<file path="src/rtl/bus_dma_responder.sv">
// Responder side of the bus/DMA request handshake: round-robin grant, one-cycle
// ack, fixed-length enable window, then a done pulse (or xfer_abort on abandon).
//
// state | meaning
// IDLE  | waiting for bus_req/dma_req; arbitrates on the next edge
// ACK   | ack to the owner is high for this single cycle
// XFER  | owner enable high; counter tracks cycles spent in the window
// DONE  | done pulse; requests are not sampled here
module bus_dma_responder #(
  parameter int XFER_LEN = 4,
  parameter int CNT_W    = 8
) (
  input  logic clk,
  input  logic rst_n,
  input  logic bus_req,
  input  logic dma_req,
  output logic bus_ack,
  output logic dma_ack,
  output logic bus_enb,
  output logic mem_enb,
  output logic done,
  output logic xfer_abort
);

  typedef enum logic [1:0] {IDLE, ACK, XFER, DONE} state_t;

  localparam logic [CNT_W-1:0] LEN = CNT_W'(XFER_LEN);
  localparam logic [CNT_W-1:0] ONE = CNT_W'(1);

  state_t           state, state_nx;
  // owner doubles as last_grant: it keeps the most recent grant after the transfer ends
  logic             owner, owner_nx;
  logic [CNT_W-1:0] cnt, cnt_nx;
  logic             owner_req;
  logic             bus_ack_nx, dma_ack_nx, bus_enb_nx, mem_enb_nx, done_nx, abort_nx;

  always_ff @(posedge clk or negedge rst_n) begin
    if (!rst_n) begin
      state      <= IDLE;
      owner      <= 1'b0;
      cnt        <= '0;
      bus_ack    <= 1'b0;
      dma_ack    <= 1'b0;
      bus_enb    <= 1'b0;
      mem_enb    <= 1'b0;
      done       <= 1'b0;
      xfer_abort <= 1'b0;
    end else begin
      state      <= state_nx;
      owner      <= owner_nx;
      cnt        <= cnt_nx;
      bus_ack    <= bus_ack_nx;
      dma_ack    <= dma_ack_nx;
      bus_enb    <= bus_enb_nx;
      mem_enb    <= mem_enb_nx;
      done       <= done_nx;
      xfer_abort <= abort_nx;
    end
  end

  always_comb begin
    state_nx   = state;
    owner_nx   = owner;
    cnt_nx     = cnt;
    bus_ack_nx = 1'b0;
    dma_ack_nx = 1'b0;
    bus_enb_nx = 1'b0;
    mem_enb_nx = 1'b0;
    done_nx    = 1'b0;
    abort_nx   = 1'b0;
    owner_req  = owner ? dma_req : bus_req;

    case (state)
      IDLE: begin
        cnt_nx = '0;
        if (bus_req || dma_req) begin
          // owner 0 = BUS, 1 = DMA; a tie goes to whoever was not granted last
          if (bus_req && dma_req) owner_nx = ~owner;
          else                    owner_nx = dma_req;
          state_nx   = ACK;
          bus_ack_nx = ~owner_nx;
          dma_ack_nx = owner_nx;
        end
      end
      ACK: begin
        if (!owner_req) begin
          state_nx = IDLE;
          abort_nx = 1'b1;
          cnt_nx   = '0;
        end else begin
          state_nx   = XFER;
          cnt_nx     = ONE;
          bus_enb_nx = ~owner;
          mem_enb_nx = owner;
        end
      end
      XFER: begin
        // abandon wins even on the final enable cycle: the transfer is not complete yet
        if (!owner_req) begin
          state_nx = IDLE;
          abort_nx = 1'b1;
          cnt_nx   = '0;
        end else if (cnt >= LEN) begin
          state_nx = DONE;
          done_nx  = 1'b1;
        end else begin
          cnt_nx     = cnt + ONE;
          bus_enb_nx = ~owner;
          mem_enb_nx = owner;
        end
      end
      DONE: begin
        state_nx = IDLE;
      end
      default: begin
        state_nx = IDLE;
        cnt_nx   = '0;
      end
    endcase
  end

endmodule

</file>
<file path="config.mk">
export PLATFORM = sky130hd
export DESIGN_NAME = bus_dma_responder
export DESIGN_NICKNAME = d
export VERILOG_FILES = /design/src/rtl/bus_dma_responder.sv
export SDC_FILE = /design/constraint.sdc
export NUM_CORES = 1
export LEC_CHECK = 0
export BUFFER_PORTS_ARGS = -buffer_cell sky130_fd_sc_hd__buf_2
export CAP_MARGIN = 20
export CORE_MARGIN = 4
export CORE_UTILIZATION = 40
export CTS_CLUSTER_SIZE = 8
export DETAILED_ROUTE_END_ITERATION = 7
export PLACE_DENSITY_LB_ADDON = 0.2
export RECOVER_POWER = 25
export SYNTH_ARGS = -nofsm -noshare
export SYNTH_HDL_FRONTEND = slang
export SYNTH_SLANG_ARGS = --single-unit
</file>
<file path="constraint.sdc">
create_clock -name clk -period 1.97 [get_ports clk]
set_input_delay 0.0985 -clock clk [delete_from_list [all_inputs] [get_ports clk]]
set_output_delay 0.0985 -clock clk [all_outputs]
set_load 0.02 [all_outputs]
</file>
==> flow_metrics.py, run 1 <==
metrics = {
    "placed_design": {
        "port_buffers": 9,
        "routabilityCongestion": 0.799,
        "placement.setup.worst_slack_ns": 0.0881,
        "dpl-instance-area_um2": 931,
        "post-dp-hpwl_um": 1110,
        "cell_count_after_placement": 116,
    },
    "timing": {
        "final_max_slew_viol_count": 0,
        "setup_viol": 0,
        "fin_worst_skew_ns": 0.00408,
        "grt_setup_unrepaired": "false",
        "timing.final.hold_violations": 0,
        "worst_slack_ns": 0.0959,
        "period_minus_slack_ns": 1.87,
        "tightestPinTransition_ns": 0.901,
        "max_slew_headroom_pct": 39.9,
        "clock.fmax_mhz": 534,
        "fin_crit_sh_pct": 95.1,
        "setup_tns_ns": 0,
    },
    "final_layout": {
        "post-route-cell-area_um2": 973,
        "multi_input_area_um2": 393,
        "layout.cells.non_filler": 121,
        "layout-drive-gt1-share_pct": 20.2,
        "antenna-diode-count": 0,
        "fill_cells": 179,
        "ff_latch_area_um2": 425,
        "final_nets": 104,
        "areaGrowthSynthToFinish_pct": 15.3,
    },
    "synth": {
        "dominant_combinational_cell_family_by_area_after_synthesis": "simple AND/OR/NAND/NOR gates",
        "netlist_area_before_placement_um2": 845,
        "post_synth_and_or_nand_nor_area_fraction_pct": 16.4,
        "synth_nets": 89,
        "syn-instance-count": 80,
        "ys_seq_area_share_pct": 50.4,
        "synthMuxAreaShare_pct": 5.48,
        "compound_gate_fraction_of_synth_area_pct": 16.3,
        "post_synth_xor_area_fraction_pct": 0,
        "syn_avg_cell_area_um2": 10.6,
        "synthAdderAreaFrac_pct": 7.41,
        "synth.ff_latch_count": 17,
        "synth.yosys.warnings": 0,
        "netlist_cell_types": 29,
    },
    "detailed_routing": {
        "drc": 0,
        "starting_drt_drc_count": 11,
        "dr_total_vias": 592,
        "detail-route-antenna-nets": 0,
        "detail_route.wl_per_cell_um": 12.2,
        "detail_route.vias_per_cell": 4.89,
        "totalWireLength_um": 1480,
        "iteration_count_of_the_initial_detailed_routing_pass": 3,
    },
    "worst_setup_path": {
        "timing.critical_path.required_ns": 2.14,
        "critical-path-top-delay-family": "simple AND/OR/NAND/NOR gates",
        "setup.worst_path.end_class": "flip-flop",
        "max_stage_delay_ns": 0.57,
        "crit_type": "flip-flop to flip-flop",
        "path_cells": "or4_4 > or4_1 > a21boi_4 > nor2_1",
        "critPathLaunchType": "flip-flop",
        "slowest_library_cell_on_the_worst_path": "or4_4",
        "cp.buffers_inverters": 0,
        "cp_data_arrival_time_ns": 2.04,
        "critical_path.max_fanout": 5,
    },
    "clock_tree": {
        "clock_sinks": 17,
        "cts-buffers-inserted": 3,
        "cts-htree-levels": 1,
        "clkTransAtPathRegs_ns": 0.09,
        "cts-root-to-sink-buffers": 2,
        "cts-root-buf": "clkbuf_4",
        "clk_latency_ns": 0.28,
        "tritoncts": "built",
    },
    "die": {
        "dieArea_um2": 2910,
        "die-height_um": 54.0,
        "design.core.area_um2": 1980,
        "start_util_pct": 42.6,
        "row_count": 16,
        "count_of_boundary_i_o_pins": 10,
        "die_w_um": 54.0,
    },
    "pwr": {
        "power_per_standard_cell_area_nw_per_um2": 1250,
        "peakVddDrop_v": 0.000707,
        "clock_power_share_pct": 14.6,
        "p_leak_uw": 0.000488,
        "combPwrFrac_pct": 46.5,
        "swShare_pct": 40.1,
        "share_seq_of_total_power_pct": 38.9,
        "p_int_uw": 728,
        "p_sw_uw": 487,
    },
    "global_routing": {
        "grt_pass1_vias": 594,
        "number_of_antenna_violations_at_the_first_check_in_global_routing": 0,
        "first_pass_grt_wire_length_um": 2600,
        "globalRoute.totalOverflow": 0,
        "grt.total_usage_pct": 12.7,
        "grt_start_max_net_pins": 18,
    },
    "run_status": {
        "outcome": "completed",
    },
    "job": {
        "drv_cap": 0,
    },
    "min_path": {
        "worst_hold_path_class": "input pin to flip-flop",
    },
}
==> metal layers <==
| layer | vias to the layer above | wire (um) | track usage [%] |
|---|---|---|---|
| li1 | 310 | - | - |
| met1 | 269 | 763 | 18.0 |
| met2 | 9 | 631 | 16.9 |
| met3 | 4 | 55 | 2.49 |
| met4 | 0 | 23 | 8.51 |
| met5 | - | 0 | 0 |
==> cell usage in the layout, fill, tap and decap left out, drive strengths merged <==
cell type	count
a21boi	2
dlygate4sd3	1
mux2	2
a22o	1
inv	7
clkbuf	5
a41oi	1
or3	1
and4	1
a21oi	3
a21o	1
nor3b	1
and2	2
nor2	10
nand2	6
and3	2
nand3	1
o21ai	4
nor3	1
a31oi	4
o311ai	1
dfrtp	17
buf	10
a211oi	1
ha	5
mux2i	2
or4	2
==> Yosys cell counts <==
| cell type | count | area [um2] |
|---|---|---|
| nor3_1 | 1 | 5.00 |
| and4_1 | 1 | 8.76 |
| a22o_1 | 1 | 8.76 |
| o311ai_4 | 1 | 26.3 |
| mux2_2 | 1 | 11.3 |
| a211oi_1 | 1 | 7.51 |
| and2_1 | 2 | 12.5 |
| mux2i_1 | 2 | 20.0 |
| o21ai_0 | 4 | 20.0 |
| a21boi_0 | 1 | 7.51 |
| ha_1 | 5 | 62.6 |
| a21boi_2 | 1 | 11.3 |
| dfrtp_1 | 17 | 425 |
| nand2_1 | 5 | 18.8 |
| or4_1 | 1 | 7.51 |
| clkbuf_1 | 2 | 7.51 |
| or3_1 | 1 | 6.26 |
| a41oi_1 | 1 | 8.76 |
| nor2_1 | 10 | 37.5 |
| a21o_1 | 1 | 7.51 |
| mux2_4 | 1 | 15.0 |
| and3_1 | 2 | 12.5 |
| nand2_2 | 1 | 6.26 |
| or4_4 | 1 | 11.3 |
| nor3b_1 | 1 | 7.51 |
| inv_1 | 7 | 26.3 |
| a21oi_1 | 3 | 15.0 |
| nand3_1 | 1 | 5.00 |
| a31oi_1 | 4 | 25.0 |
==> what timing repair did <==
| item | 4_1_cts | 5_1_grt |
|---|---|---|
| buffers inserted | 0 | 0 |
| endpoints found under the setup margin | 0 | 1 |
| hold buffers | 1 | 0 |
| gates resized for setup | 0 | 1 |
| hold endpoints to repair | 17 | 0 |
==> sequential cells by signal, summed over array words and instances, names as in the netlist <==
register	cells
mem_enb	1
bus_enb	1
bus_ack	1
cnt	8
done	1
dma_ack	1
owner	1
xfer_abort	1
state	2
==> worst reg2reg max path, cell delays in order, from the launching register on <==
cell	delay, ns
dfrtp_1	0.41
or4_4	0.57
or4_1	0.48
a21boi_4	0.24
nor2_1	0.07
==> cells by family (layout without fill, tap and decap cells) <==
group                    count (synthesis)  after routing
AO/OA/AOI/OAI                           18             18
AND/OR/NAND/NOR                         27             27
adder cells (fa/ha/maj)                  5              5
multiplexers                             4              4
buffers and inverters                    9             23
flip-flops                              17             17
==> through the flow <==
stage          power (uW)  hold WS (ns)  utilization, %
2_1_floorplan         888        -0.197               -
3_3_place_gp         1010        0.0360            47.0
3_5_place_dp         1020        0.0348            47.0
4_1_cts              1200        0.0290            48.8
5_1_grt              1310        0.0342            49.1
6_report             1210        0.0416            49.1
==> path summary, 6_finish.rpt <==
| kind | endpoint | from | slack, ns | cells past startpoint |
|---|---|---|---|---|
| setup reg to reg | cnt[4] | cnt[3] | 0.1 | 4 |
| min in group asynchronous | owner | rst_n | 0.45 | 2 |
| setup / recovery | cnt[4] | cnt[3] | 0.1 | 4 |
| hold / removal | dma_ack | bus_req | 0.04 | 2 |
| max in group asynchronous | cnt[2] | rst_n | 0.96 | 2 |
| hold reg to reg | state[1] | state[1] | 0.53 | 1 |
==> cell type report <==
cell class / count / area share (%)
flip-flops and latches: 17 / 43.7
multi-input cells: 54 / 40.4
repair buffers: 12 / 7.07
well taps: 27 / 3.47
clock buffers: 4 / 2.70
inverters: 7 / 2.70
==> power by group through the flow <==
stage                     Clock, uW  Combinational [uW]  Sequential, uW
final                           177                 565             473
after global routing            204                 625             485
after global placement            0                 530             478
after detailed placement          0                 542             479
after floorplan                   0                 383             505
after CTS                       188                 545             471
Power figures use the tool's default switching activity.
==> run 2: changes to the inputs <==
--- a/config.mk
+++ b/config.mk
@@ -11,6 +11,7 @@
 export CORE_UTILIZATION = 40
 export CTS_CLUSTER_SIZE = 8
 export DETAILED_ROUTE_END_ITERATION = 7
+export GPL_TIMING_DRIVEN = 0
 export PLACE_DENSITY_LB_ADDON = 0.2
 export RECOVER_POWER = 25
 export SYNTH_ARGS = -nofsm -noshare
==> run 2 against run 1 <==
Net effect:
- non-clock buffer count unchanged
- sequential power down 4.7%
- final cell count stayed put
- largest cell class unchanged
==> flow_metrics.py, run 2 (synthesis results as in run 1) <==
metrics = {
    "placed_design": {
        "cell_count_after_placement": 116,
        "post-dp-hpwl_um": 1070,
        "port_buffers": 9,
        "routabilityCongestion": 0.768,
    },
    "worst_setup_path": {
        "slowest_library_cell_on_the_worst_path": "or4_4",
        "setup.worst_path.end_class": "flip-flop",
        "critical_path.max_fanout": 5,
        "crit_type": "flip-flop to flip-flop",
        "r2r_slack_ns": 0.1,
        "cp_data_arrival_time_ns": 2.05,
        "critPathLaunchType": "flip-flop",
        "timing.critical_path.required_ns": 2.14,
        "path_cells": "or4_4 > or4_1 > a21boi_4 > nor2_1",
        "max_stage_delay_ns": 0.57,
    },
    "global_routing": {
        "globalRoute.totalOverflow": 0,
        "number_of_antenna_violations_at_the_first_check_in_global_routing": 0,
        "first_pass_grt_wire_length_um": 2650,
        "grt_start_max_net_pins": 18,
        "grt_pass1_vias": 618,
        "grt.total_usage_pct": 12.8,
    },
    "final_layout": {
        "fin_util_pct": 48.9,
        "layout.cells.non_filler": 121,
        "antenna-diode-count": 0,
        "fill_cells": 186,
        "layout_common_cells": "dfrtp_1 (17), nor2_1 (10), buf_2 (8), inv_1 (7)",
        "final_nets": 104,
        "mostFrequentLayoutCell": "dfrtp_1",
        "regMostFlops": "cnt",
        "largest_register_ff_count": 8,
        "layout-drive-gt1-share_pct": 19.1,
        "layout_top_registers": "cnt (8), state (2)",
        "areaGrowthSynthToFinish_pct": 14.8,
    },
    "pwr": {
        "p_leak_uw": 0.000483,
        "peakVddDrop_v": 0.000710,
        "power_per_standard_cell_area_nw_per_um2": 1240,
    },
    "clock_tree": {
        "clock_sinks": 17,
        "cts-root-buf": "clkbuf_4",
        "clkTransAtPathRegs_ns": 0.09,
        "cts-buffers-inserted": 3,
        "clk_latency_ns": 0.28,
        "tritoncts": "built",
        "cts-htree-levels": 1,
        "cts-root-to-sink-buffers": 2,
    },
    "run_status": {
        "outcome": "completed",
    },
    "die": {
        "row_count": 16,
        "count_of_boundary_i_o_pins": 10,
        "die-height_um": 54.0,
        "dieArea_um2": 2910,
        "start_util_pct": 42.6,
        "die_w_um": 54.0,
        "design.core.area_um2": 1980,
    },
    "detailed_routing": {
        "starting_drt_drc_count": 10,
        "detail_route.wl_per_cell_um": 11.9,
        "totalWireLength_um": 1440,
        "detail_route.vias_per_cell": 4.94,
        "drc": 0,
        "detail-route-antenna-nets": 0,
        "dr_total_vias": 598,
        "iteration_count_of_the_initial_detailed_routing_pass": 4,
    },
    "job": {
        "drv_cap": 0,
    },
    "timing": {
        "worst_hold_slack_ns": 0.0496,
        "setup_viol": 0,
        "fin_worst_skew_ns": 0.00202,
        "setup_tns_ns": 0,
        "tightestPinTransition_ns": 0.865,
        "timing.final.hold_violations": 0,
        "period_minus_slack_ns": 1.87,
        "fin_crit_sh_pct": 95.0,
        "clock.fmax_mhz": 534,
        "max_slew_headroom_pct": 42.3,
        "grt_setup_unrepaired": "false",
        "final_max_slew_viol_count": 0,
    },
    "min_path": {
        "worst_hold_path_class": "input pin to flip-flop",
    },
}
run 2: what timing repair did:
action                     CTS  global route
gates resized for setup      0             1
hold endpoints to repair    17             0
setup buffers                0             1
hold buffers                 1             0
setup endpoints to repair    0             6
run 2: routing by layer:
layer / wire length [um] / GRT usage [%] / vias up
met4: 12 / 6.38 / 0
li1: - / - / 310
met2: 630 / 18.5 / 9
met3: 63 / 2.49 / 2
met5: 0 / 0 / -
met1: 731 / 18.0 / 277
run 2: worst paths after layout:
kind / start / depth (start not counted) / to
worst max-delay path: cnt[3] / 4 / cnt[6]
worst min-delay path: bus_req / 2 / dma_ack
worst max register to register: cnt[3] / 4 / cnt[6]
max in group asynchronous: rst_n / 2 / state[0]
min in group asynchronous: rst_n / 2 / owner
worst min register to register: state[1] / 1 / state[1]
run 2: through the flow:
stage / instance area, um2 / worst slack [ns] / power [uW]
2_1_floorplan: 845 / 0.188 / 888
5_1_grt: 970 / 0.00931 / 1320
4_1_cts: 960 / 0.0731 / 1210
3_5_place_dp: 923 / 0.0968 / 1020
3_3_place_gp: 923 / 0.0743 / 1010
6_report: 970 / 0.0977 / 1200
run 2: layout make-up:
class	count	area (um2)	share of cell area [%]
clock buffers	4	26.3	2.71
inverters	7	26.3	2.71
flip-flops and latches	17	425	43.9
plain buffers	1	3.75	0.387
repair buffers	11	61.3	6.32
multi-input cells	54	393	40.5
well taps	27	33.8	3.48
run 2: critical path, delay by kind of cell, from the launching register on:
family	cells	cell delay, ns
and+or+nand+nor	3	1.12
DFF	1	0.41
AOI/OAI and AO/OA	1	0.23
run 2: power breakdown:
part	internal [uW]	switching, uW	total [uW]
registers	423	28.3	451
clock network	78.5	102	180
logic	224	346	571
